$ cat src/rtl/dmem_bus_adapter.sv
// CPU data-memory stage to req/ack memory bridge; optional REQ timeout via DMEM_TIMEOUT_EN.
// Stall covers the IDLE launch cycle plus every REQ cycle; memory back-pressures via mem_ack.
module dmem_bus_adapter #(
  parameter int ADDR_W         = 16,
  parameter int TIMEOUT_CYCLES = 64
) (
  input  logic              clk,
  input  logic              reset,
  input  logic              MemRead,
  input  logic              MemWrite,
  input  logic [31:0]       addr_in,
  input  logic [31:0]       wr_data,
  output logic [31:0]       rd_data,
  output logic              stall,
  output logic              align_err,
  output logic              bus_err,
  output logic              mem_req,
  output logic              mem_we,
  output logic [ADDR_W-1:0] mem_addr,
  output logic [31:0]       mem_wdata,
  input  logic              mem_ack,
  input  logic [31:0]       mem_rdata
);

  typedef enum logic [1:0] {IDLE, REQ, DONE} state_t;

  state_t state, state_nxt;

  logic access;
  logic misaligned;
  logic start;
  logic finish;
  logic timeout;
  logic unused_bits;

  assign access     = MemRead | MemWrite;
  assign misaligned = addr_in[1:0] != 2'b00;
  assign start      = (state == IDLE) && access && !misaligned;
  assign finish     = (state == REQ) && (mem_ack || timeout);

  assign unused_bits = ^{addr_in[31:ADDR_W+2], 32'(TIMEOUT_CYCLES)};

`ifdef DMEM_TIMEOUT_EN
  localparam int CNT_W = (TIMEOUT_CYCLES > 1) ? $clog2(TIMEOUT_CYCLES + 1) : 1;

  logic [CNT_W-1:0] to_cnt;

  // An ack in the same cycle as expiry takes priority, so timeout excludes it.
  assign timeout = (state == REQ) && !mem_ack &&
                   (to_cnt == CNT_W'(TIMEOUT_CYCLES - 1));

  always_ff @(posedge clk or negedge reset) begin
    if (!reset) begin
      to_cnt  <= '0;
      bus_err <= 1'b0;
    end else begin
      bus_err <= timeout;
      if (start)
        to_cnt <= '0;
      else if ((state == REQ) && !mem_ack && !timeout)
        to_cnt <= to_cnt + 1'b1;
    end
  end
`else
  assign timeout = 1'b0;
  assign bus_err = 1'b0;
`endif

  always_ff @(posedge clk or negedge reset) begin
    if (!reset)
      state <= IDLE;
    else
      state <= state_nxt;
  end

  always_comb begin
    state_nxt = state;
    case (state)
      IDLE:    if (start) state_nxt = REQ;
      REQ:     if (finish) state_nxt = DONE;
      DONE:    state_nxt = IDLE;
      default: state_nxt = IDLE;
    endcase
  end

  always_comb begin
    stall     = 1'b0;
    align_err = 1'b0;
    case (state)
      IDLE: begin
        stall     = access && !misaligned;
        align_err = access && misaligned;
      end
      REQ:     stall = 1'b1;
      default: stall = 1'b0;
    endcase
  end

  // Request fields stay frozen through REQ; only mem_req and rd_data move on completion.
  always_ff @(posedge clk or negedge reset) begin
    if (!reset) begin
      mem_req   <= 1'b0;
      mem_we    <= 1'b0;
      mem_addr  <= '0;
      mem_wdata <= '0;
      rd_data   <= '0;
    end else if (start) begin
      mem_req   <= 1'b1;
      mem_we    <= MemWrite;
      mem_addr  <= addr_in[ADDR_W+1:2];
      mem_wdata <= wr_data;
    end else if (finish) begin
      mem_req <= 1'b0;
      if (!mem_we)
        rd_data <= mem_ack ? mem_rdata : 32'hDEAD_BEEF;
    end
  end

endmodule

$ cat config.mk
export PLATFORM = sky130hd
export DESIGN_NAME = dmem_bus_adapter
export DESIGN_NICKNAME = d
export VERILOG_FILES = /design/src/rtl/dmem_bus_adapter.sv
export SDC_FILE = /design/constraint.sdc
export NUM_CORES = 1
export LEC_CHECK = 0
export CAP_MARGIN = 20
export CELL_PAD_IN_SITES_DETAIL_PLACEMENT = 0
export CELL_PAD_IN_SITES_GLOBAL_PLACEMENT = 1
export CORE_MARGIN = 2
export CORE_UTILIZATION = 31
export CTS_BUF_LIST = sky130_fd_sc_hd__clkbuf_8
export DETAILED_ROUTE_END_ITERATION = 10
export PLACE_DENSITY_LB_ADDON = 0.12
export RECOVER_POWER = 25
export SLEW_MARGIN = 5
export SYNTH_ARGS = -nofsm -noshare
export SYNTH_HDL_FRONTEND = slang
export SYNTH_SLANG_ARGS = --single-unit
$ cat constraint.sdc
create_clock -name clk -period 2.1 [get_ports clk]
set_clock_uncertainty 0.1 [all_clocks]
set_input_delay 0.42 -clock clk [delete_from_list [all_inputs] [get_ports clk]]
set_output_delay 0.42 -clock clk [all_outputs]
set_load 0.01 [all_outputs]
==> impl_results.md <==
- Clock period minus worst slack: 2.031 ns
- Clock sink count: 84
- Fill count: 991
- Final Hold Fails: 0
- Peak VDD IR: between 0.0004 and 0.0005 V
- Clk slew on worst S/H paths: roughly 0.080 ns
- Worst hold stages: 2
- IO buf count: 170
- Reg2Reg Launch Point: state[1]
- Multi-input gate area: approximately 1200 um2
- Slew @ Worst Pin: 0.6500 ns
- CTS buffer count: 9
- Share of cells above drive strength 1: a little under a third
- Largest net degree at the start of global routing: 33
- Grt total ovfl: 0
- Pwr Density: ~1100 nW/um2
- Worst Path Max Fanout: 4
- GPL Wtd Cong: 0.6848
- Slew HR: 56.67%
- Yosys top cell area share: 62.06%
- CTS tree: built
- Num rows: 38
- Final WS setup: 0.06861 ns
- DRT Wirelength: 7915 um
- Clock buffer depth: 2
- Setup-failing EPs final: 0
- Final Instance Area: about 5500 um2
- IO Count: 186
- Lkg Pwr: 2.460 nW
- Antenna cells: 0
- Sequential-to-total area share from yosys stat: 62.06%
- Max-cap viol count: 0
- Post-layout util: 50.82%
- Arr. time, crit path: roughly 1.5 ns
- Antenna-violating nets left: 0
- Nets: 474
- CP peak stage delay: around 0.56 ns
- Die width: 108.5 um
- Reg2reg end: mem_wdata[26]
- R2r setup slk: 0.07 ns
- Vias: ~2200
- Residual DRC: 0
- Worst-path cell chain: or4b_4, nand2_2, buf_6
- Largest delay share family, worst path: simple AND/OR/NAND/NOR gates
- First-pass GRT wire length: 11990 um
- Gate Count Post-Synth: 188
- Hpwl dp: 5850 um
- Critical path class: reg2out
- YS warnings: 0
- Startpoint types: flop
- Top post-synthesis cells by area: dfrtp_1 (62%), mux2_4 (21%), mux2_2 (11%)
- Hold Crit Start: mem_req
- Reg area: 2102 um2
- Worst EP required: 1.58 ns
- DR WL/cell: 15.31 um
- Worst Path Buf+Inv: 1
- Core Area: between 10000 and 15000 um2
- Yosys cell types: 18
- Met2 GRT Util: 20.71%
- Yosys top cell by area: dfrtp_1
- Status: completed
- Dpl ws: -0.5177 ns
- Vias in the first global route: 2281
- Total Routing Usage GR: a little over an eighth
- Mapped Area: around 3400 um2
- Clk root buf: clkbuf_8
- Synthesis-to-finish area growth: 61.21%
- H-tree levels: 3
- Area post-placement: around 5300 um2
- Register bit total from synthesis: 84
- GR Util met3: 4.461%
- Cells on worst reg2reg path: 5
- Initial antenna violation count: 0
- Die area: ~12000 um2
- Syn Nets: 289
- HP Class: reg2reg
- Drt via density: 4.197
- Initial Util: 31.52%
- F_max: between 400 and 500 MHz
- Endpoint class of the critical path: output port
- Slew Viols, Final: 0
- Die height: 108.5 um
- Commonest cells after routing, fill and taps aside: clkdlybuf4s50_1 (163), dfrtp_1 (84), mux2_4 (47)
- Final period utilization: 96.73%
- Mapped Avg Cell Area: 18.02 um2
- Most common cell after layout, fill and taps aside: clkdlybuf4s50_1
- DR iter-0 viols: 63
- 1st-pass router iterations: 4
- Hold-critical path endpoint: mem_req
- RSZ-0062 raised after global routing: no
- Clock insertion delay at the later pin of the skew report: about 0.34 ns
- Most used routing layer: met2
- Hold WS: 0.3861 ns
- CP max stage cell: or4b_4
- Design Power: roughly 6.2 mW
- Grt met1 use: 17.35%
-- layer usage --
metal | part of all wire (%) | vias up | wire length [um]
met1 | 44 | 1040 | 3482
met4 | 1.4 | 0 | 107
met5 | 0 | - | 0
met2 | 46 | 95 | 3651
met3 | 8.5 | 10 | 674
li1 | - | 1025 | -
-- worst max path at each step --
| stage | start | cells past startpoint | endpoint | slack (ns) |
|---|---|---|---|---|
| 2_1_floorplan | addr_in[1] | 5 | stall | 0.22 |
| 3_3_place_gp | MemWrite | 5 | stall | -0.49 |
| 3_5_place_dp | MemWrite | 5 | stall | -0.52 |
| 4_1_cts | state[1] | 3 | stall | 0.05 |
| 5_1_grt | state[1] | 3 | stall | 0.01 |
| 6_report | state[1] | 3 | stall | 0.07 |
-- stage by stage --
stage	std cells	TNS, ns
final	517	0
after global routing	517	0
after CTS	517	0
after detailed placement	500	-16.13
after global placement	500	-15.09
after floorplan	188	0
-- synthesized netlist by cell type --
cell	n
nor2_2	1
buf_8	1
dfrtp_1	84
buf_12	4
conb_1	1
nand2_1	3
inv_1	1
nand3b_1	1
or4b_1	1
o21ai_0	1
mux2_2	34
nand2b_1	1
buf_4	1
mux2_4	47
buf_6	1
buf_2	3
nor2_1	2
nor4_1	1
-- state kept, by name (all words and copies together) (netlist names) --
| register | count |
|---|---|
| rd_data | 32 |
| mem_wdata | 32 |
| mem_addr | 16 |
| mem_we | 1 |
| mem_req | 1 |
| state | 2 |
-- tightest hold or removal path, cell delays in order (launching register included) --
cell     delay [ns]
dfrtp_1        0.36
nand2_1        0.05
nand2_1        0.05
-- cells by family after synthesis --
group,Yosys count,synth area share (%)
mux,81,32.14
compound gates,1,0.1476
other cells,1,0.1107
buf+inv,11,3.916
flops,84,62.06
simple gates,10,1.626
-- cell type report --
| type | instances | area share (%) |
|---|---|---|
| sequential | 84 | 38.50 |
| timing repair buffer | 184 | 33.20 |
| multi-input combinational | 93 | 21.31 |
| tap | 140 | 3.208 |
| clock buffer | 12 | 3.025 |
| clock inverter | 3 | 0.6874 |
| inverter | 1 | 0.06874 |
-- what timing repair did --
action | in CTS | in global routing
gates resized for setup | 13 | 0
hold buffers | 1 | 0
setup endpoints to repair | 22 | 0
endpoints found under the hold margin | 22 | 0
buffers inserted | 1 | 0
-- report_power, final --
| part | switching [mW] | internal, mW | leakage [nW] |
|---|---|---|---|
| clock network | 0.538 | 0.633 | 0.111 |
| logic | 0.829 | 1.73 | 1.35 |
| registers | 0.297 | 2.20 | 1.00 |
Note: power is estimated with default switching activity, not from simulation.
